[src/rtl/ce_set_gen_pkg.sv]
// Shared constants for the CE / sync-set strobe generator.
// State encodings, the set-length counter width and the divisor clamp.
package ce_set_gen_pkg;

  localparam logic [1:0] ST_RUN = 2'd0;
  localparam logic [1:0] ST_SET = 2'd1;
  localparam logic [1:0] ST_ACK = 2'd2;

  // Wide enough for the largest legal set length (255).
  localparam int SCNT_W = $clog2(255 + 1);

  function automatic logic [31:0] div_clamp(input logic [31:0] d);
    return (d == 32'd0) ? 32'd1 : d;
  endfunction

endpackage

[src/rtl/ce_div_cnt.sv]
// Programmable divider producing the next-cycle CE value.
// Holds the active and pending divisors; pending values apply at a wrap or while idle.
module ce_div_cnt
  import ce_set_gen_pkg::*;
#(
  parameter int WIDTH    = 8,
  parameter int INIT_DIV = 1
) (
  input  logic             clk,
  input  logic             rst,
  input  logic             en,
  input  logic             clear,
  input  logic             hold,
  input  logic [WIDTH-1:0] div,
  input  logic             div_ld,
  output logic             ce_nxt
);

  localparam logic [WIDTH-1:0] RST_DIV = WIDTH'(div_clamp(32'(INIT_DIV)));

  logic [WIDTH-1:0] div_q;
  logic [WIDTH-1:0] div_p;
  logic [WIDTH-1:0] cnt;
  logic             pend;
  logic [WIDTH-1:0] div_in;
  logic             wrap;
  logic             run;
  logic             apply_now;

  assign div_in = WIDTH'(div_clamp(32'(div)));

  // ">=" rather than "==" so a shrunken divisor wraps on the next enabled edge.
  assign wrap      = en && (cnt >= (div_q - WIDTH'(1)));
  assign run       = !clear && !hold;
  assign apply_now = run && (wrap || !en);
  assign ce_nxt    = run && wrap;

  always_ff @(posedge clk or posedge rst) begin
    if (rst) begin
      cnt   <= '0;
      div_q <= RST_DIV;
      div_p <= RST_DIV;
      pend  <= 1'b0;
    end else begin
      if (clear) begin
        cnt <= '0;
      end else if (run) begin
        if (wrap)
          cnt <= '0;
        else if (en)
          cnt <= cnt + WIDTH'(1);
      end

      if (div_ld) begin
        if (apply_now) begin
          div_q <= div_in;
          pend  <= 1'b0;
        end else begin
          div_p <= div_in;
          pend  <= 1'b1;
        end
      end else if (pend && apply_now) begin
        div_q <= div_p;
        pend  <= 1'b0;
      end
    end
  end

endmodule

[src/rtl/ce_set_gen.sv]
// Clock-enable and synchronous-set strobe generator for a downstream DFF bank.
// Four-phase SREQ/SACK handshake produces a fixed-length S pulse; CE and S never overlap.
module ce_set_gen
  import ce_set_gen_pkg::*;
#(
  parameter int WIDTH    = 8,
  parameter int INIT_DIV = 1,
  parameter int SET_LEN  = 1
) (
  input  logic             C,
  input  logic             CLR,
  input  logic             EN,
  input  logic [WIDTH-1:0] DIV,
  input  logic             DIV_LD,
  input  logic             SREQ,
  output logic             SACK,
  output logic             CE,
  output logic             S
);

  logic [1:0]        state;
  logic [SCNT_W-1:0] scnt;
  logic              in_run;
  logic              clear;
  logic              ce_nxt;

  assign in_run = (state == ST_RUN);
  assign clear  = in_run && SREQ;

  ce_div_cnt #(
    .WIDTH    (WIDTH),
    .INIT_DIV (INIT_DIV)
  ) u_div (
    .clk    (C),
    .rst    (CLR),
    .en     (EN),
    .clear  (clear),
    .hold   (!in_run),
    .div    (DIV),
    .div_ld (DIV_LD),
    .ce_nxt (ce_nxt)
  );

  // ce_nxt is already suppressed outside RUN and on the SREQ edge, so CE needs no gating here.
  always_ff @(posedge C or posedge CLR) begin
    if (CLR) begin
      state <= ST_RUN;
      scnt  <= '0;
      S     <= 1'b0;
      SACK  <= 1'b0;
      CE    <= 1'b0;
    end else begin
      CE <= ce_nxt;
      case (state)
        ST_RUN: begin
          if (SREQ) begin
            state <= ST_SET;
            S     <= 1'b1;
            scnt  <= SCNT_W'(SET_LEN - 1);
          end
        end
        ST_SET: begin
          if (scnt == '0) begin
            S     <= 1'b0;
            SACK  <= 1'b1;
            state <= ST_ACK;
          end else begin
            scnt <= scnt - SCNT_W'(1);
          end
        end
        ST_ACK: begin
          if (!SREQ) begin
            SACK  <= 1'b0;
            state <= ST_RUN;
          end
        end
        default: begin
          state <= ST_RUN;
          S     <= 1'b0;
          SACK  <= 1'b0;
        end
      endcase
    end
  end

endmodule

[config.mk]
export PLATFORM = sky130hd
export DESIGN_NAME = ce_set_gen
export DESIGN_NICKNAME = d
export VERILOG_FILES = /design/src/rtl/ce_set_gen_pkg.sv /design/src/rtl/ce_div_cnt.sv /design/src/rtl/ce_set_gen.sv
export SDC_FILE = /design/constraint.sdc
export NUM_CORES = 1
export LEC_CHECK = 0
export BUFFER_PORTS_ARGS = -buffer_cell sky130_fd_sc_hd__buf_2
export CAP_MARGIN = 15
export CORE_ASPECT_RATIO = 2
export CORE_MARGIN = 4
export CORE_UTILIZATION = 40
export CTS_BUF_LIST = sky130_fd_sc_hd__clkbuf_8
export DETAILED_ROUTE_END_ITERATION = 8
export GPL_ROUTABILITY_DRIVEN = 0
export PLACE_DENSITY = 0.59
export SETUP_SLACK_MARGIN = 0.15
export SYNTH_ARGS = -nofsm -noshare
export SYNTH_HDL_FRONTEND = slang
export SYNTH_SLANG_ARGS = --single-unit
[constraint.sdc]
create_clock -name C -period 5.5 [get_ports C]
set_clock_uncertainty 0.05 [all_clocks]
set_input_delay 1.375 -clock C [delete_from_list [all_inputs] [get_ports C]]
set_output_delay 1.375 -clock C [all_outputs]
set_load 0.05 [all_outputs]
# ---- Yosys cells after proc, flatten, opt, wreduce, memory -nomap -nowiden
# Index checks and enable logic that the tools add are counted.
dict set report word_totals {
  regBits 38
  input_bits 13
  output_inout_bits 3
  wordCells 70
}
dict set report classes {
  n_addsub 3
  n_lt_le_gt_ge 1
  n_eq_ne 7
  mux 24
  bitwise_logic 3
  n_reduce_logical 23
}
# op n
set ops {}
lappend ops {{$mux 8} 10}
lappend ops {{$logic_not 8->1} 2}
lappend ops {{$pmux 8 s2} 1}
lappend ops {{$sub 8x1->8 const B} 2}
lappend ops {{$reduce_and 3->1} 4}
lappend ops {{$add 8x1->8 const B} 1}
lappend ops {{$ge 8x8->1} 1}
lappend ops {{$ne 2x2->1 const B} 4}
lappend ops {{$mux 1} 7}
lappend ops {{$logic_and 1x1->1} 6}
lappend ops {{$mux 2} 3}
lappend ops {{$pmux 1 s3} 2}
lappend ops {{$pmux 2 s3} 1}
lappend ops {{$reduce_and 2->1} 3}
lappend ops {{$reduce_bool 2->1} 3}
lappend ops {{$not 1->1} 3}
lappend ops {{$reduce_bool 3->1} 1}
lappend ops {{$eq 2x1->1 const B} 1}
lappend ops {{$eq 2x2->1 const B} 1}
lappend ops {{$logic_not 1->1} 2}
lappend ops {{$logic_not 2->1} 1}
lappend ops {{$ne 2x1->1 const B} 1}
lappend ops {{$logic_or 1x1->1} 1}

# ---- Longest topological paths before layout
dict set report logic_depth {
  ltp_word 8
  mapped_depth 11
}

# ---- Hierarchy
# Synthesis repeated with hierarchy kept, for this count alone.
dict set report unflattened {
  hier_cells 205
  hier_area_um2 2172.1
}
# module instances cells_per_inst area_per_inst_um2 seq_area_each_um2
set by_module_without_submodules {}
lappend by_module_without_submodules {ce_div_cnt 1 143 1516.5 628.1}
lappend by_module_without_submodules {ce_set_gen 1 62 655.6 325.3}

# ---- Worst setup path before layout
# Ideal clock, no wire load.
dict set report synth_path {
  kind {in2reg}
  from {input SREQ}
  to {register u_div.div_q[1]}
  setup_time_ns 0.125
  arrival_ns 2.628
  required_time_ns 5.325
  path_slack_ns 2.698
  path_stages 4
  path_buffers 1
  cell_sequence {or3_1 -> clkbuf_2 -> a311oi_4 -> mux2_2}
}
dict set report synth_via {
  elab_chain_len 7
}
# element line_no
set synth_lines {}
lappend synth_lines {{start: declaration} ce_set_gen.sv:15} ;# input logic SREQ,
lappend synth_lines {{$logic_and 1x1->1 *} ce_set_gen.sv:28} ;# assign clear = in_run && SREQ;
lappend synth_lines {{$logic_not 1->1 *} ce_div_cnt.sv:34} ;# assign run = !clear && !hold;
lappend synth_lines {{$logic_and 1x1->1 *} ce_div_cnt.sv:34}
lappend synth_lines {{$logic_and 1x1->1 *} ce_div_cnt.sv:35} ;# assign apply_now = run && (wrap || !en);
lappend synth_lines {{$logic_and 1x1->1} ce_div_cnt.sv:62} ;# end else if (pend && apply_now) begin
lappend synth_lines {{$reduce_bool 2->1 (no source line)} -}
lappend synth_lines {{$reduce_and 2->1 (no source line) *} -}
lappend synth_lines {{end signal: assignment} ce_div_cnt.sv:56} ;# div_q <= div_in;
lappend synth_lines {{end signal: assignment} ce_div_cnt.sv:63} ;# div_q <= div_p;
lappend synth_lines {{end: declaration} ce_div_cnt.sv:21} ;# logic [WIDTH-1:0] div_q;
# Every way passes the cells marked *; elsewhere a longest branch is shown, timed or not.
# A chain may end at the register's enable or synchronous reset.

# ---- Worst setup path after layout
dict set report layout_path {
  from {register u_div.div_q[0]}
  to {register u_div.div_q[6]}
}
dict set report layout_via {
  elab_chain_len 8
}
# element line_no
set layout_lines {}
lappend layout_lines {{$sub 8x1->8 *} ce_div_cnt.sv:33} ;# assign wrap = en && (cnt >= (div_q - WIDTH'(1)));
lappend layout_lines {{$ge 8x8->1 *} ce_div_cnt.sv:33}
lappend layout_lines {{$logic_and 1x1->1 *} ce_div_cnt.sv:33}
lappend layout_lines {{$logic_or 1x1->1 *} ce_div_cnt.sv:35}
lappend layout_lines {{$logic_and 1x1->1 *} ce_div_cnt.sv:35}
lappend layout_lines {{$logic_and 1x1->1} ce_div_cnt.sv:62}
lappend layout_lines {{$reduce_bool 2->1 (no source line)} -}
lappend layout_lines {{$reduce_and 2->1 (no source line) *} -}
# Marks and branches as above.

==> impl_results.md <==
* Status: complete, no violations
* Largest family of logic cells by synthesized area: simple AND/OR/NAND/NOR gates
* Crit path max fanout at 13
* Iteration-0 DRC Markers at 62
* Avg Cell Area, Syn at 9.55 µm²
* Simple-gate share of the synthesized area at 20.8%
* Dpl hpwl at between 3000 and 4000 µm
* Hold buffer count at CTS at 0
* Post-synth EDFFs at 0
* Die H at 113 µm
* Global-route wire length before repair at roughly 8400 µm
* Placed Area at 2330 µm²
* Number of global-route vias before repair at around 1,800
* Register area at roughly 950 µm²
* Largest net degree at the start of global routing at 39
* Area contributors post-synth: dfrtp_1, ha_1, o21ai_0
* Crit. End Element: flop
* Worst Tran Pin Value at approximately 950 ps
* RSZ-0062 raised after global routing: no
* N_diodes at 0
* Layout cells sized above 1 at roughly 17%
* R2r setup slk at 2520 ps
* Flops & latches, synth at 38
* Mux share of post-synthesis cell area at 4.03%
* CTS tree: yes
* Fin Setup TNS at 0 ps
* Port Buffers at 15
* Final WS setup at between 2000 and 3000 ps
* Crit path capture: u_div.div_q[6]$_DFFE_PP0P_
* # Post-CTS Setup Buffers at 0
* Final ANT Viol Nets at 0
* CTS resizes at 0
* Count leader, synth: dfrtp_1
* Synth top area share at about two fifths
* Yosys warns at 0
* Worst Hold Class: reg -> reg
* Critical path class: reg -> reg
* Fmax achieved at around 0.34 GHz
* Ys async rst share at 100%
* Most frequently used flop master after synthesis: dfrtp_1
* Die Area at 6840 µm²
* Synth Instances at around 230
* Residual DRC count at 0
* Period minus WS final at roughly 3000 ps
* Clock buffer depth at 2
* Vias per cell at 5.72
* Clock-pin slew on the worst setup and hold paths at 80 ps
* FF-to-FF Start: u_div.div_q[0]$_DFFE_PP1P_
* All-Layer GR Usage at 16.3%
* Tcrit/Tclk final at 54.2%
* Root Buffer: clkbuf_8
* CTS H-Tree Depth at 2
* Max Slew Vio Count at 0
* CP Data Arrival Time at around 3100 ps
* Synth cell count leaders: dfrtp_1, inv_1, nand2_1, o21ai_0, nor2_1
* Power density over cell area at 563 nW/µm²
* Hold path startpoint: SACK$_DFFE_PP0P_
* Synthesized area at 2210 µm²
* Worst reg-to-reg path cell count at 9
* Final setup violation count at 0
* Initial Util at 41.1%
* Die width at around 61 µm
* Fin nets at 271
* Clock sink count at 38
* Design area at roughly 2400 µm²
* Syn nets at ~260
* I/O pin cnt at 16
* Peak supply drop at 0.306 mV
* Compound-Gate Fraction of Synth Area at 15.8%
* Vias at 1,757
* Adder-cell share of the synthesized area at between 6 and 7%
* Pre-CTS WS at 2410 ps
* TritonCTS Buffers at 5
* Wire length per cell at approximately 16 µm
* Max-cap violation count at 0
* Post-synthesis xor/xnor area fraction at 3.97%
* Leakage at between 1 and 1.5 nW
* Total Wirelength at 4850 µm
* Startpoint types: flop
* Yosys cell types at between 40 and 50
* R2r endpoint: u_div.div_q[6]$_DFFE_PP0P_
* Cell taking the most area after synthesis: dfrtp_1
* Filler cells at 550
* CP startpoint: u_div.div_q[0]$_DFFE_PP1P_
* Critical Path RT at roughly 5600 ps
* 1st-pass router iterations at 4
* Final hold vios at 0
* Post-synthesis sequential area ratio at between 40% and 50%
* Area growth syn-to-layout at 9.64%
* Cell Rows at 38
* Core area at 5370 µm²
* Area of the multi-input gates at approximately 1100 µm²
* Worst skew pair latency at 310 ps
* Overflow after GRT at 0
* Initial antenna violation count at 0
* Max_slew headroom at about 36%
==> where the power goes <==
group | switching (W) | internal [W]
logic | 0.000394 | 0.000271
clock network | 0.000111 | 0.0000891
registers | 0.000105 | 0.000391
total | 0.000610 | 0.000751
==> area by class of cell <==
type	count	area share (%)
clock buffers	5	2.85
clock inverters	3	0.879
inverters	22	3.41
multi-input cells	163	46.9
flip-flops and latches	38	39.4
well taps	60	3.10
repair buffers	16	3.41
==> flip-flops by register name, summed over array words and instances, names as in the netlist <==
| signal | flops |
|---|---|
| scnt | 8 |
| u_div.cnt | 8 |
| u_div.div_p | 8 |
| u_div.div_q | 8 |
| state | 2 |
| CE | 1 |
| S | 1 |
| SACK | 1 |
| u_div.pend | 1 |
==> worst min-delay path by stage <==
stage | to | slack (ps) | cells past startpoint
after global routing | SACK$_DFFE_PP0P_ | 470 | 2
after detailed placement | SACK$_DFFE_PP0P_ | 410 | 2
after CTS | SACK$_DFFE_PP0P_ | 430 | 2
final | SACK$_DFFE_PP0P_ | 430 | 2
after global placement | SACK$_DFFE_PP0P_ | 410 | 2
after floorplan | u_div.cnt[7]$_DFFE_PP0P_ | 410 | 1
==> per-stage QoR <==
stage                     hold WS, ps  cells  total power, W  util (%)
after floorplan                   407    231         0.00102         -
final                             428    307         0.00136      45.0
after CTS                         433    307         0.00137      45.0
after global placement            405    299         0.00115      43.3
after global routing              466    307         0.00149      45.0
after detailed placement          411    299         0.00117      43.3
==> routing by layer <==
metal	routed length (µm)	track usage (%)	vias to the layer above
li1	-	-	859
met1	1830	17.3	863
met2	2730	28.7	21
met3	123	3.20	14
met4	161	8.54	0
met5	0	0	-
==> layout by cell type, fill, tap and decap left out, types with 4 or more instances in the layout <==
cell and instances:
nor2_1 16, buf_2 15, nand3_1 9, clkbuf_8 5, nand2_1 22, mux2_2 7
a21oi_1 4, nor4_1 10, nor3_1 5, o32ai_1 7, ha_1 12, o21ai_0 18
xor2_1 4, dfrtp_1 36, xnor2_1 6, inv_1 22
==> cells by family after synthesis <==
| kind of cell | after synthesis |
|---|---|
| and+or+nand+nor | 85 |
| adders and majority gates | 12 |
| muxes | 8 |
| DFF | 38 |
| buffers and inverters | 30 |
| AOI/OAI and AO/OA | 48 |
| xor gates and xnor gates | 10 |
==> critical path, stage by stage (launching register included) <==
cell      delay [ps]
dfstp_2          560
inv_1             80
ha_1             240
xnor2_1          150
ha_1             290
and3_1           150
o21ai_0           70
a31o_2           360
a311oi_4         510
mux2_2           390
Power figures use the tool's default switching activity.
